**src/rtl/ddr3_fastpath_fifo.sv**
```systemverilog
// ddr3_fastpath_fifo: admits one AXI read burst at a time to the DDR3 fast path once the
// whole burst fits in the beat FIFO, then replays buffered beats to the master.
module ddr3_fastpath_fifo #(
    parameter int WIDTH = 32,
    parameter int REQID = 4,
    parameter int ADDRS = 23,
    parameter int DEPTH = 16
) (
    input  logic             clock,
    input  logic             reset_n,
    input  logic             s_arvalid_i,
    output logic             s_arready_o,
    input  logic [ADDRS-1:0] s_araddr_i,
    input  logic [REQID-1:0] s_arid_i,
    input  logic [7:0]       s_arlen_i,
    input  logic [1:0]       s_arburst_i,
    output logic             s_rvalid_o,
    input  logic             s_rready_i,
    output logic [WIDTH-1:0] s_rdata_o,
    output logic [1:0]       s_rresp_o,
    output logic [REQID-1:0] s_rid_o,
    output logic             s_rlast_o,
    output logic             m_arvalid_o,
    input  logic             m_arready_i,
    output logic [ADDRS-1:0] m_araddr_o,
    output logic [REQID-1:0] m_arid_o,
    output logic [7:0]       m_arlen_o,
    output logic [1:0]       m_arburst_o,
    input  logic             m_rvalid_i,
    output logic             m_rready_o,
    input  logic [WIDTH-1:0] m_rdata_i,
    input  logic [1:0]       m_rresp_i,
    input  logic [REQID-1:0] m_rid_i,
    input  logic             m_rlast_i,
    output logic             err_ovf_o,
    output logic             err_last_o
);
    localparam int CW = $clog2(DEPTH) + 1;
    localparam int AW = $clog2(DEPTH);
    localparam int PW = REQID + 3 + WIDTH;

    typedef enum logic [1:0] {IDLE, REQ, DATA, ERR} state_t;

    state_t          state;
    logic [7:0]      beats;
    logic [CW-1:0]   mem_cnt, count, free;
    logic [AW-1:0]   wr_ptr, rd_ptr;
    logic [PW-1:0]   mem [DEPTH];
    logic [PW-1:0]   out_word, push_word;
    logic [8:0]      need;
    logic            beat, push, room, do_push, pop, load, mem_rd, bypass;

    assign {s_rid_o, s_rresp_o, s_rlast_o, s_rdata_o} = out_word;

    always_comb begin
        count = mem_cnt + CW'(s_rvalid_o);
        free = CW'(DEPTH) - count;
        need = 9'(s_arlen_i) + 9'd1;
        room = count != CW'(DEPTH);
        s_arready_o = reset_n && state == IDLE && (int'(need) <= int'(free) || int'(need) > DEPTH);
        beat = m_rready_o & m_rvalid_i;
        push = beat | (state == ERR & room);
        push_word = beat ? {m_rid_i, m_rresp_i, beats == 8'd0, m_rdata_i}
                         : {m_arid_o, 2'b10, beats == 8'd0, {WIDTH{1'b0}}};
        do_push = push & room;
        pop = s_rvalid_o & s_rready_i;
        load = !s_rvalid_o | pop;
        mem_rd = load & (mem_cnt != '0);
        // an empty FIFO feeds the output register directly so a beat appears one cycle later
        bypass = load & (mem_cnt == '0) & do_push;
    end

    always_ff @(posedge clock or negedge reset_n) begin
        if (!reset_n) begin
            state <= IDLE;
            beats <= '0;
            m_araddr_o <= '0;
            m_arid_o <= '0;
            m_arlen_o <= '0;
            m_arburst_o <= '0;
            m_arvalid_o <= 1'b0;
            m_rready_o <= 1'b0;
            err_last_o <= 1'b0;
        end else begin
            case (state)
                IDLE: if (s_arvalid_i && s_arready_o) begin
                    m_araddr_o <= s_araddr_i;
                    m_arid_o <= s_arid_i;
                    m_arlen_o <= s_arlen_i;
                    m_arburst_o <= s_arburst_i;
                    beats <= s_arlen_i;
                    if (int'(need) > DEPTH) begin
                        state <= ERR;
                    end else begin
                        state <= REQ;
                        m_arvalid_o <= 1'b1;
                        m_rready_o <= 1'b1;
                    end
                end
                REQ, DATA: begin
                    if (state == REQ && m_arready_i) begin
                        state <= DATA;
                        m_arvalid_o <= 1'b0;
                    end
                    if (beat) begin
                        if (m_rlast_i != (beats == 8'd0)) err_last_o <= 1'b1;
                        beats <= beats - 8'd1;
                        if (beats == 8'd0) begin
                            state <= IDLE;
                            m_arvalid_o <= 1'b0;
                            m_rready_o <= 1'b0;
                        end
                    end
                end
                ERR: if (do_push) begin
                    beats <= beats - 8'd1;
                    if (beats == 8'd0) state <= IDLE;
                end
                default: state <= IDLE;
            endcase
        end
    end

    always_ff @(posedge clock or negedge reset_n) begin
        if (!reset_n) begin
            mem_cnt <= '0;
            wr_ptr <= '0;
            rd_ptr <= '0;
            s_rvalid_o <= 1'b0;
            out_word <= '0;
            err_ovf_o <= 1'b0;
        end else begin
            if (push && !room) err_ovf_o <= 1'b1;
            if (do_push && !bypass) wr_ptr <= wr_ptr + 1'b1;
            if (mem_rd) rd_ptr <= rd_ptr + 1'b1;
            mem_cnt <= mem_cnt + CW'(do_push & !bypass) - CW'(mem_rd);
            if (load) begin
                s_rvalid_o <= mem_rd | bypass;
                if (mem_rd) out_word <= mem[rd_ptr];
                else if (bypass) out_word <= push_word;
            end
        end
    end

    always_ff @(posedge clock) begin
        if (do_push && !bypass) mem[wr_ptr] <= push_word;
    end

    always_ff @(posedge clock) begin
        if (reset_n) assert (!push || room);
    end
endmodule
```
**config.mk**
```make
export PLATFORM = sky130hd
export DESIGN_NAME = ddr3_fastpath_fifo
export DESIGN_NICKNAME = d
export VERILOG_FILES = /design/src/rtl/ddr3_fastpath_fifo.sv
export SDC_FILE = /design/constraint.sdc
export NUM_CORES = 1
export LEC_CHECK = 0
export CORE_MARGIN = 4
export CORE_UTILIZATION = 35
export CTS_CLUSTER_DIAMETER = 50
export DETAILED_ROUTE_END_ITERATION = 6
export HOLD_SLACK_MARGIN = 0.06
export PLACE_DENSITY = 0.6
export SKIP_LAST_GASP = 1
export SYNTH_ARGS = -nofsm -noshare
export SYNTH_HDL_FRONTEND = slang
export SYNTH_SLANG_ARGS = --single-unit
```
**constraint.sdc**
```tcl
create_clock -name clock -period 5 [get_ports clock]
set_input_delay 0.75 -clock clock [delete_from_list [all_inputs] [get_ports clock]]
set_output_delay 0.75 -clock clock [all_outputs]
set_load 0.005 [all_outputs]
```
==> Implementation_results.wiki <==
{| class="wikitable"
! Metric !! Value
|-
| Proportion of netlist area held by the largest area contributor || around 64%
|-
| Proportion of synthesized area in mux cells || 18.4%
|-
| Worst Path Class, Setup || flop to primary output
|-
| Global placement routability congestion || 0.804
|-
| Number of buffers on the longest clock path || 3
|-
| Yosys top cell by area || sky130_fd_sc_hd__edfxtp_1
|-
| Minimum setup slack after placement || 0.550 ns
|-
| Critical Path Sink Type || primary output
|-
| Fraction of final layout cells sized beyond drive strength 1 || 26.9%
|-
| Number of vias in the routed layout || between 10000 and 15000
|-
| Final std cell area, no fill || 35600 um^2
|-
| TritonCTS buffer count || 89
|-
| Smallest setup slack after layout || roughly 0.46 ns
|-
| Logic gate share of total power || between 20% and 30%
|-
| Count leader, synth || sky130_fd_sc_hd__edfxtp_1
|-
| # Post-CTS Setup Buffers || 0
|-
| Nets@finish || 1756
|-
| Share of flip-flops with an asynchronous set or reset after synthesis || 14.3%
|-
| CP arrival || between 3 and 4 ns
|-
| Family with the most delay on the worst path || adder cells
|-
| Worst Skew || 0.0387 ns
|-
| Number of flip-flops and latches in the synthesized netlist || 728
|-
| Number of failing hold endpoints at the final stage || 0
|-
| Adder-Cell Fraction of Synth Area || about 1.3%
|-
| Count of clock tree sinks || 728
|-
| Vias in the first global route || 15277
|-
| DP Wirelength || 38400 um
|-
| I/O pin count || 164
|-
| Global Route Usage Sum || 15.5%
|-
| Dpl cell area || 32400 um^2
|-
| Share of power burned in the clock network || 31.4%
|-
| CP bufs+invs || 3
|-
| Power per cell area || 602 nW/um^2
|-
| Switching power share of the total || 29.3%
|-
| Resize count post-CTS || 0
|-
| Maximum VDD drop || 0.000271 V
|-
| Number of nets in the synthesized netlist || around 1500
|-
| CTS root buf || sky130_fd_sc_hd__clkbuf_16
|-
| Sum of internal, switching and leakage power || about 21 mW
|-
| Quantity of I/O buffers inserted on ports || 163
|-
| Area added between synthesis and finish || 22.0%
|-
| Master of the slowest instance on the critical path || sky130_fd_sc_hd__clkdlybuf4s50_1
|-
| Sequential power share || 40.1%
|-
| Routed length per placed instance || 24.5 um
|-
| Count of flip-flops with a built-in enable after synthesis || approximately 620
|-
| Max frequency || 220 MHz
|-
| Setup violation total in the final timing report || 0
|-
| Critical path's largest stage delay || 0.50 ns
|-
| Final setup TNS || 0 ns
|-
| Number of iterations in the first detailed-routing pass || 5
|-
| Leading post-synthesis cells by cell area || sky130_fd_sc_hd__edfxtp_1, sky130_fd_sc_hd__mux4_2, sky130_fd_sc_hd__dfrtp_1, sky130_fd_sc_hd__mux2_4, sky130_fd_sc_hd__mux2i_1
|-
| Result of the run || finished clean
|-
| Fin util || 43.2%
|-
| CTS tree || built
|-
| Fraction of synthesized cell area in xor and xnor cells || 0.570%
|-
| Post-detailed-route DRC marker count || 0
|-
| Number of hold buffers added after cts || 0
|-
| Initial antenna violation count || 3
|-
| Series of cell instances along the critical path || ha_1 -> ha_1 -> inv_1 -> ha_1 -> and3_1 -> ha_1 -> inv_1 -> ha_1 -> o31ai_1 -> nand2b_1 -> and3_2 -> clkdlybuf4s50_1
|-
| Combinational family with the most area after synthesis || multiplexers
|-
| Primary flip-flop cell chosen by synthesis mapping || sky130_fd_sc_hd__edfxtp_1
|-
| Total of warnings raised by yosys || 0
|-
| Cell repeated most along the worst path || sky130_fd_sc_hd__ha_1
|-
| Netlist cell types || 57
|-
| Global-route congestion overflow total || 0
|-
| Critical path startpoint category || flop
|-
| Detailed router's first-iteration violation count || 1273
|-
| Die area || 88100 um^2
|-
| Worst-margin pin slew || 1.13 ns
|-
| Net Switching || 6.28 mW
|-
| Highest net fanout along the worst path || 4
|-
| Max-Cap Viols || 0
|-
| Final Critical Period || 4.54 ns
|-
| Combined area of all synthesized cells || 29200 um^2
|-
| Worst hold path class || input pin to asynchronous set/reset pin
|-
| Compound-Gate Fraction of Synth Area || between 1.5 and 2%
|-
| Remaining max-slew budget at the tightest pin || 24.7%
|-
| Non-filler cells, final || 2789
|-
| Pin count of the biggest net entering global routing || 78
|-
| Number of diodes added for antenna fixing || 0
|-
| Clock-pin slew of the registers on the worst-case setup and hold paths || 0.06 ns
|-
| Static leakage || 12.1 nW
|-
| Critical path data required time || 4.25 ns
|-
| Global-route wire length before repair || between 100000 and 150000 um
|-
| Simple logic cell fraction of the synthesized area || 2.93%
|-
| Top post-synthesis cells by count || sky130_fd_sc_hd__edfxtp_1, sky130_fd_sc_hd__mux4_2, sky130_fd_sc_hd__dfrtp_1
|-
| Remaining number of nets flagged by the antenna check after routing || 0
|-
| Period utilisation layout || approximately nine tenths
|-
| Via density per instance || between 5 and 6
|-
| Initial core utilization || 35.5%
|-
| Number of pins exceeding their max-slew limit in the final report || 0
|-
| Worst-skew pair later-pin latency || ~0.66 ns
|-
| Internal power contribution || about 15 mW
|-
| Worst-case hold slack || 0.0912 ns
|-
| H-tree levels || 3
|-
| Number of standard-cell rows in the floorplan || 105
|-
| Die height || 297 um
|-
| Cell count after placement || 2623
|-
| Core ar. || 82400 um^2
|-
| Final WL || 68300 um
|-
| Width of the chip || 297 um
|-
| Share of the yosys chip area belonging to registers || between 70% and 80%
|-
| Gate count after technology mapping || ~1400
|-
| RSZ-0062 raised after global routing || false
|-
| Syn avg cell area || 20.5 um^2
|}
==> power groups by stage <==
stage | combinational, mW | sequential, mW | clock, mW
2_1_floorplan | 4.32 | 8.27 | 0
3_5_place_dp | 6.21 | 8.74 | 0
4_1_cts | 6.26 | 8.62 | 6.90
6_report | 6.11 | 8.59 | 6.74
3_3_place_gp | 6.17 | 8.70 | 0
5_1_grt | 6.65 | 8.73 | 7.19
==> final cells by class <==
type / instances / area (um^2)
inverters: 25 / 95.1
multi-input cells: 597 / 7510
repair buffers: 203 / 2140
clock inverters: 62 / 840
flip-flops and latches: 728 / 21400
clock buffers: 104 / 2340
well taps: 1070 / 1340
fillers: 7011 / 46700
==> metal layers <==
metal | global-route usage [%] | part of all wire [%] | vias up
li1 | - | - | 6256
met1 | 20.8 | 42 | 7618
met2 | 26.1 | 50 | 506
met3 | 3.27 | 6.4 | 88
met4 | 3.62 | 1.6 | 0
met5 | 0 | 0 | -
==> sequential cells by signal, summed over array words and instances, names as in the netlist, 4 cells and up <==
| register | flops |
|---|---|
| mem | 624 |
| m_araddr_o | 23 |
| out_word | 39 |
| m_arid_o | 4 |
| mem_cnt | 5 |
| wr_ptr | 4 |
| beats | 8 |
| rd_ptr | 4 |
| m_arlen_o | 8 |
==> cells in the final DEF (no fill, tap or decap), drive strengths merged, types with 5 or more instances in the layout <==
master           n
a21oi           11
and3            39
buf             42
bufinv          12
clkbuf         104
clkdlybuf4s50  161
clkinv          34
clkinvlp         7
dfrtp          104
edfxtp         624
ha              29
inv             34
mux2            45
mux2i           44
mux4           192
nand2           62
nand2b           5
nand3            6
nor2            33
nor3            12
o21ai           52
xnor2           15
==> cells by family (layout without fill, tap and decap cells) <==
group | after synthesis | after routing
xor+xnor | 19 | 19
flops | 728 | 728
buf+inv | 100 | 394
compound gates | 92 | 92
mux | 281 | 281
fa+ha+maj | 30 | 30
simple gates | 175 | 175
==> final timing paths <==
check / from / to / slack [ns] / cells past startpoint
hold / removal: reset_n / out_word[22] / 0.09 / 1
max in group asynchronous: reset_n / out_word[5] / 3.65 / 2
setup reg to reg: mem_cnt[0] / mem[11][2] / 0.88 / 11
hold reg to reg: err_last_o / err_last_o / 0.48 / 1
min in group clock: err_last_o / err_last_o / 0.48 / 1
setup / recovery: mem_cnt[0] / s_arready_o / 0.46 / 12
Power figures use the tool's default switching activity.
